### src/rtl/clk_div_pkg.sv
// Shared constants, state encoding and configuration clamp for the clock utilities.
package clk_div_pkg;

  localparam int          DEFAULT_DIV_C  = 2;
  localparam int          DEFAULT_HIGH_C = 1;
  localparam logic [31:0] MIN_DIV        = 32'd2;

  typedef enum logic {
    ST_IDLE = 1'b0,
    ST_RUN  = 1'b1
  } state_t;

  typedef struct packed {
    logic [31:0] div;
    logic [31:0] high;
    logic        err;
  } clamp_t;

  // Works at 32 bits so every block can share it regardless of its counter width.
  function automatic clamp_t clamp_cfg(input logic [31:0] div, input logic [31:0] high);
    clamp_t r;
    r.err  = 1'b0;
    r.div  = div;
    r.high = high;
    if (div < MIN_DIV) begin
      r.div = MIN_DIV;
      r.err = 1'b1;
    end
    if (high >= r.div) begin
      r.high = r.div - 32'd1;
      r.err  = 1'b1;
    end
    return r;
  endfunction

endpackage

### src/rtl/clk_div_cfg.sv
// Configuration slot for clk_div_prog: clamps offered settings, holds them pending
// and raises the apply strobe at a safe point of the output waveform.
module clk_div_cfg
  import clk_div_pkg::*;
#(
  parameter int CNT_W = 16
) (
  input  logic             clkin,
  input  logic             rstn,
  input  logic             run,
  input  logic             wrap,
  input  logic             cfg_valid,
  input  logic [CNT_W-1:0] cfg_div,
  input  logic [CNT_W-1:0] cfg_high,
  output logic             cfg_ready,
  output logic             cfg_err,
  output logic             apply,
  output logic [CNT_W-1:0] div_pend,
  output logic [CNT_W-1:0] high_pend
);

  logic   pend;
  logic   hs;
  clamp_t cl;
  logic   unused_cl;

  assign cl        = clamp_cfg(32'(cfg_div), 32'(cfg_high));
  assign unused_cl = ^{cl.div, cl.high};
  assign hs        = cfg_valid & ~pend;
  assign cfg_ready = ~pend;
  // A handshake cannot coincide with apply: one needs pend low, the other pend high.
  assign apply     = pend & (~run | wrap);

  always_ff @(posedge clkin or negedge rstn) begin
    if (!rstn) begin
      pend      <= 1'b0;
      cfg_err   <= 1'b0;
      div_pend  <= '0;
      high_pend <= '0;
    end else begin
      cfg_err <= hs & cl.err;
      if (hs) begin
        pend      <= 1'b1;
        div_pend  <= cl.div[CNT_W-1:0];
        high_pend <= cl.high[CNT_W-1:0];
      end else if (apply) begin
        pend <= 1'b0;
      end
    end
  end

endmodule

### src/rtl/clk_div_prog.sv
// Runtime-programmable clock divider with duty control, enable gating and a
// period-boundary configuration handshake; also emits a tick per output period.
//
//   state   | meaning
//   --------+--------------------------------------------------------------
//   ST_IDLE | en=0: counter parked at 0, outputs low, pending cfg applied
//   ST_RUN  | en=1: counter runs 0..div_act-1, pending cfg applied at wrap
module clk_div_prog
  import clk_div_pkg::*;
#(
  parameter int CNT_W        = 16,
  parameter int DEFAULT_DIV  = DEFAULT_DIV_C,
  parameter int DEFAULT_HIGH = DEFAULT_HIGH_C
) (
  input  logic             clkin,
  input  logic             rstn,
  input  logic             en,
  input  logic             cfg_valid,
  input  logic [CNT_W-1:0] cfg_div,
  input  logic [CNT_W-1:0] cfg_high,
  output logic             cfg_ready,
  output logic             cfg_err,
  output logic             clkout,
  output logic             tick
);

  state_t           st;
  logic [CNT_W-1:0] c, c_nxt;
  logic [CNT_W-1:0] div_act, high_act;
  logic [CNT_W-1:0] div_pend, high_pend;
  logic             clk_nxt, tick_nxt;
  logic             wrap, apply;

  // The mode follows en directly so a falling en parks the counter on the very next edge.
  assign st   = en ? ST_RUN : ST_IDLE;
  assign wrap = (c == div_act - CNT_W'(1));

  always_comb begin
    c_nxt    = '0;
    clk_nxt  = 1'b0;
    tick_nxt = 1'b0;
    case (st)
      ST_RUN: begin
        c_nxt    = wrap ? '0 : c + CNT_W'(1);
        clk_nxt  = (c >= div_act - high_act);
        tick_nxt = wrap;
      end
      default: ;
    endcase
  end

  always_ff @(posedge clkin or negedge rstn) begin
    if (!rstn) begin
      c        <= '0;
      clkout   <= 1'b0;
      tick     <= 1'b0;
      div_act  <= CNT_W'(DEFAULT_DIV);
      high_act <= CNT_W'(DEFAULT_HIGH);
    end else begin
      c      <= c_nxt;
      clkout <= clk_nxt;
      tick   <= tick_nxt;
      if (apply) begin
        div_act  <= div_pend;
        high_act <= high_pend;
      end
    end
  end

  clk_div_cfg #(
    .CNT_W(CNT_W)
  ) u_cfg (
    .clkin    (clkin),
    .rstn     (rstn),
    .run      (st == ST_RUN),
    .wrap     (wrap),
    .cfg_valid(cfg_valid),
    .cfg_div  (cfg_div),
    .cfg_high (cfg_high),
    .cfg_ready(cfg_ready),
    .cfg_err  (cfg_err),
    .apply    (apply),
    .div_pend (div_pend),
    .high_pend(high_pend)
  );

endmodule

### config.mk
export PLATFORM = sky130hd
export DESIGN_NAME = clk_div_prog
export DESIGN_NICKNAME = d
export VERILOG_FILES = /design/src/rtl/clk_div_pkg.sv /design/src/rtl/clk_div_cfg.sv /design/src/rtl/clk_div_prog.sv
export SDC_FILE = /design/constraint.sdc
export NUM_CORES = 1
export LEC_CHECK = 0
export CORE_MARGIN = 4
export CORE_UTILIZATION = 45
export CTS_CLUSTER_SIZE = 8
export DETAILED_ROUTE_END_ITERATION = 8
export GPL_TIMING_DRIVEN = 0
export HOLD_SLACK_MARGIN = 0.03
export PLACE_DENSITY = 0.63
export SYNTH_ARGS = -nofsm -noshare
export SYNTH_HDL_FRONTEND = slang
export SYNTH_HIERARCHICAL = 1
export SYNTH_SLANG_ARGS = --single-unit
### constraint.sdc
create_clock -name clkin -period 8.4 [get_ports clkin]
set_clock_uncertainty 0.15 [all_clocks]
set_input_delay 1.68 -clock clkin [delete_from_list [all_inputs] [get_ports clkin]]
set_output_delay 1.68 -clock clkin [all_outputs]
set_load 0.02 [all_outputs]
==> flow_summary.yaml <==
critical_path:
  path_buf_inv: 2
  cp_max_fo: 10
  critPathTopFamily: "simple AND/OR/NAND/NOR gates"
  required_ps: 8490
  worstPathArrival_ps: 5640
  crit_path_start_kind: "input port"
  crit_slowest_cell: "or4_4"
  path_cells: "clkdlybuf4s50_1 -> or4_4 -> nand2b_4 -> or4_4 -> nor2b_4 -> ha_1 -> o211ai_1 -> a21oi_1 -> o41a_1 -> o21ai_1 -> buf_2 -> a21oi_1 -> o31ai_1"
  path_class: "in2reg"
  reg2regPathDepth: 13
  r2r_end: "high_act[4]"
  end_kind: "flop"
  r2r-start: "div_act[0]"
  max_stage_delay_ps: 580
  crit_path_start: "cfg_div[4]"
  r2r_setup_slack_ps: 4190
synth:
  synth.most_common_cell: "dfrtp_1"
  syn_nets: 726
  synth_top_area_share_pct: 35.4
  yosysWarnings: 6
  ys_types: 74
  synthFlopType: "dfrtp_1"
  ys_async_sr_fraction_pct: 100
  netlist_area_sq_um: 5800
  synth_edf_count: 0
  synth_largest_area_cell: "dfrtp_1"
  synth_commonest_cells: "dfrtp_1 (82), nand2_1 (61), ha_1 (50)"
  avgSynthCellArea_sq_um: 9.07
  syn-instance-count: 639
  seq_area_frac_synth_pct: 36.3
  ys_seq_elements: 84
  ys_top_cells_by_area: "dfrtp_1 (35%), ha_1 (11%), xnor2_1 (4.8%)"
pwr:
  peakVddDrop_v: 0.000135
  powerDensity_nw_per_um2: 290
  p_switching_w: 0.000790
  p_seq_share_pct: 31.0
  p_comb_share_pct: 48.0
  p_sw_share_pct: 40.6
  power.total_w: 0.00195
  p_int_w: 0.00116
  p_clk_share_pct: 21.0
  p_leak_nw: 2.95
floorplan:
  fp.dieW_microns: 122
  coreArea_sq_um: 12600
  rows: 41
  io_pins: 40
  dieArea_sq_um: 14800
  die_h_microns: 122
  start_util_pct: 45.9
drt:
  vias: 4788
  drc: 0
  drt_first_iter_violations: 267
  viasPerCell: 5.52
  totalWireLength_microns: 13700
  ant_nets: 0
  dr.pass1.iters: 4
  wl_per_cell_microns: 15.8
finish:
  fin_nets: 777
  syn_to_final_growth_pct: 16.1
  utilization_pct: 53.3
  diodes: 0
  drive_gt1_share_pct: 8.63
clocking:
  cts_tree: "done"
  cts_sinks: 84
  cts.path.max_buffers: 2
  clk_latency_ps: 340
  cts.htree.levels: 3
  clk_pin_slew_ps: 60
  cts_root_buf: "clkbuf_16"
  cts_resized: 0
  cts_inserted_buffers: 9
  hold_buffers: 0
  cts_setup_buffers: 0
grt:
  grt_pass1_vias: 4793
  grt_max_degree: 67
  grt_pass1_wl_microns: 23100
  grt_antenna_before_repair: 0
  grt_use_total_pct: 19.5
  grt_overflow: 0
sta:
  setup_viol_count_final: 0
  tns_ps: 0
  slew_headroom_pct: 53.0
  period_minus_slack_ps: 5550
  finalCritPeriodShare_pct: 66.0
  report.final.slew_viol_count: 0
  timing.hold.ws_ps: 323
  worst_pin_slew_ps: 698
  setup_slack_ps: 2850
  rsz0062_at_grt: "false"
  clock.fmax_ghz: 0.180
  hold_viol_final: 0
placement:
  gp_congestion: 0.898
  place_ws_ps: 2490
  hpwl_microns: 11000
  io_buffers: 39
hold_path:
  worstHoldEndpoint: "u_cfg/div_pend[10]"
  hold_start: "u_cfg/div_pend[10]"
  hp-class: "reg2reg"
  min_path_cells: 2
run:
  maxCapViolations: 0
status:
  status: "complete, no violations"
cells in the final DEF (no fill, tap or decap), types with 15 or more instances in the layout:
cell type / netlist / layout
nand2_1: 61 / 61
clkdlybuf4s50_1: 0 / 38
nand4_1: 15 / 15
inv_1: 49 / 49
clkbuf_1: 17 / 18
a21oi_1: 38 / 38
xnor2_1: 32 / 32
nor2_1: 44 / 44
xor2_1: 16 / 16
dfrtp_1: 82 / 82
o21ai_0: 49 / 49
ha_1: 50 / 50
mux2_2: 16 / 16
registers in the layout, summed over array words and instances (netlist names):
signal	flops
c	16
div_act	16
high_act	16
u_cfg/div_pend	16
u_cfg/high_pend	16
clkout	1
tick	1
u_cfg/cfg_err	1
u_cfg/pend	1
final cells by class:
cell class / instances / area (sq um)
Clock inverter: 6 / 71.3
Timing Repair Buffer: 40 / 415
Inverter: 49 / 184
Multi-Input combinational cell: 483 / 3410
Tap cell: 172 / 215
Buffer: 23 / 97.6
Sequential cell: 84 / 2100
Fill cell: 1184 / 5890
Clock buffer: 10 / 229
tightest hold or removal path, stage by stage, from the launching register on:
cell and delay, ps:
dfrtp_1 340, nand2_1 40, o21ai_0 60
stage by stage:
| stage | instance area (sq um) | cells |
|---|---|---|
| floorplan | 5800 | 639 |
| global placement | 6400 | 850 |
| CTS | 6730 | 867 |
| finish | 6730 | 867 |
| detailed placement | 6430 | 851 |
| global route | 6730 | 867 |
power by group through the flow:
| stage | Combinational, W | Sequential, W | Clock [W] |
|---|---|---|---|
| global route | 0.00107 | 0.000618 | 0.000431 |
| detailed placement | 0.000935 | 0.000611 | 0 |
| finish | 0.000935 | 0.000604 | 0.000409 |
| global placement | 0.000898 | 0.000607 | 0 |
| CTS | 0.000939 | 0.000603 | 0.000416 |
| floorplan | 0.000735 | 0.000576 | 0 |
worst max-delay path by stage:
stage / endpoint / slack (ps) / depth (start not counted)
finish: u_cfg/high_pend[11] / 2850 / 13
CTS: u_cfg/high_pend[11] / 2840 / 13
global placement: u_cfg/high_pend[15] / 2530 / 1
detailed placement: u_cfg/high_pend[11] / 2490 / 13
global route: u_cfg/high_pend[11] / 2710 / 13
floorplan: u_cfg/high_pend[11] / 3410 / 12
cells by family after synthesis:
kind of cell             Yosys count  synth area share [%]
adder cells (fa/ha/maj)           51                  11.1
multiplexers                      17                  3.28
XOR/XNOR                          48                  7.25
AND/OR/NAND/NOR                  198                  17.9
AO/OA/AOI/OAI                    169                  19.3
buffers and inverters             72                  4.86
flip-flops                        84                  36.3
routing by layer:
metal | vias to the layer above | GRT usage, % | wire, microns
met5 | - | 0 | 0
met4 | 0 | 8.75 | 389
met3 | 27 | 2.24 | 382
met2 | 87 | 31.6 | 6490
met1 | 2268 | 26.3 | 6470
li1 | 2406 | - | -
Power figures use the tool's default switching activity.
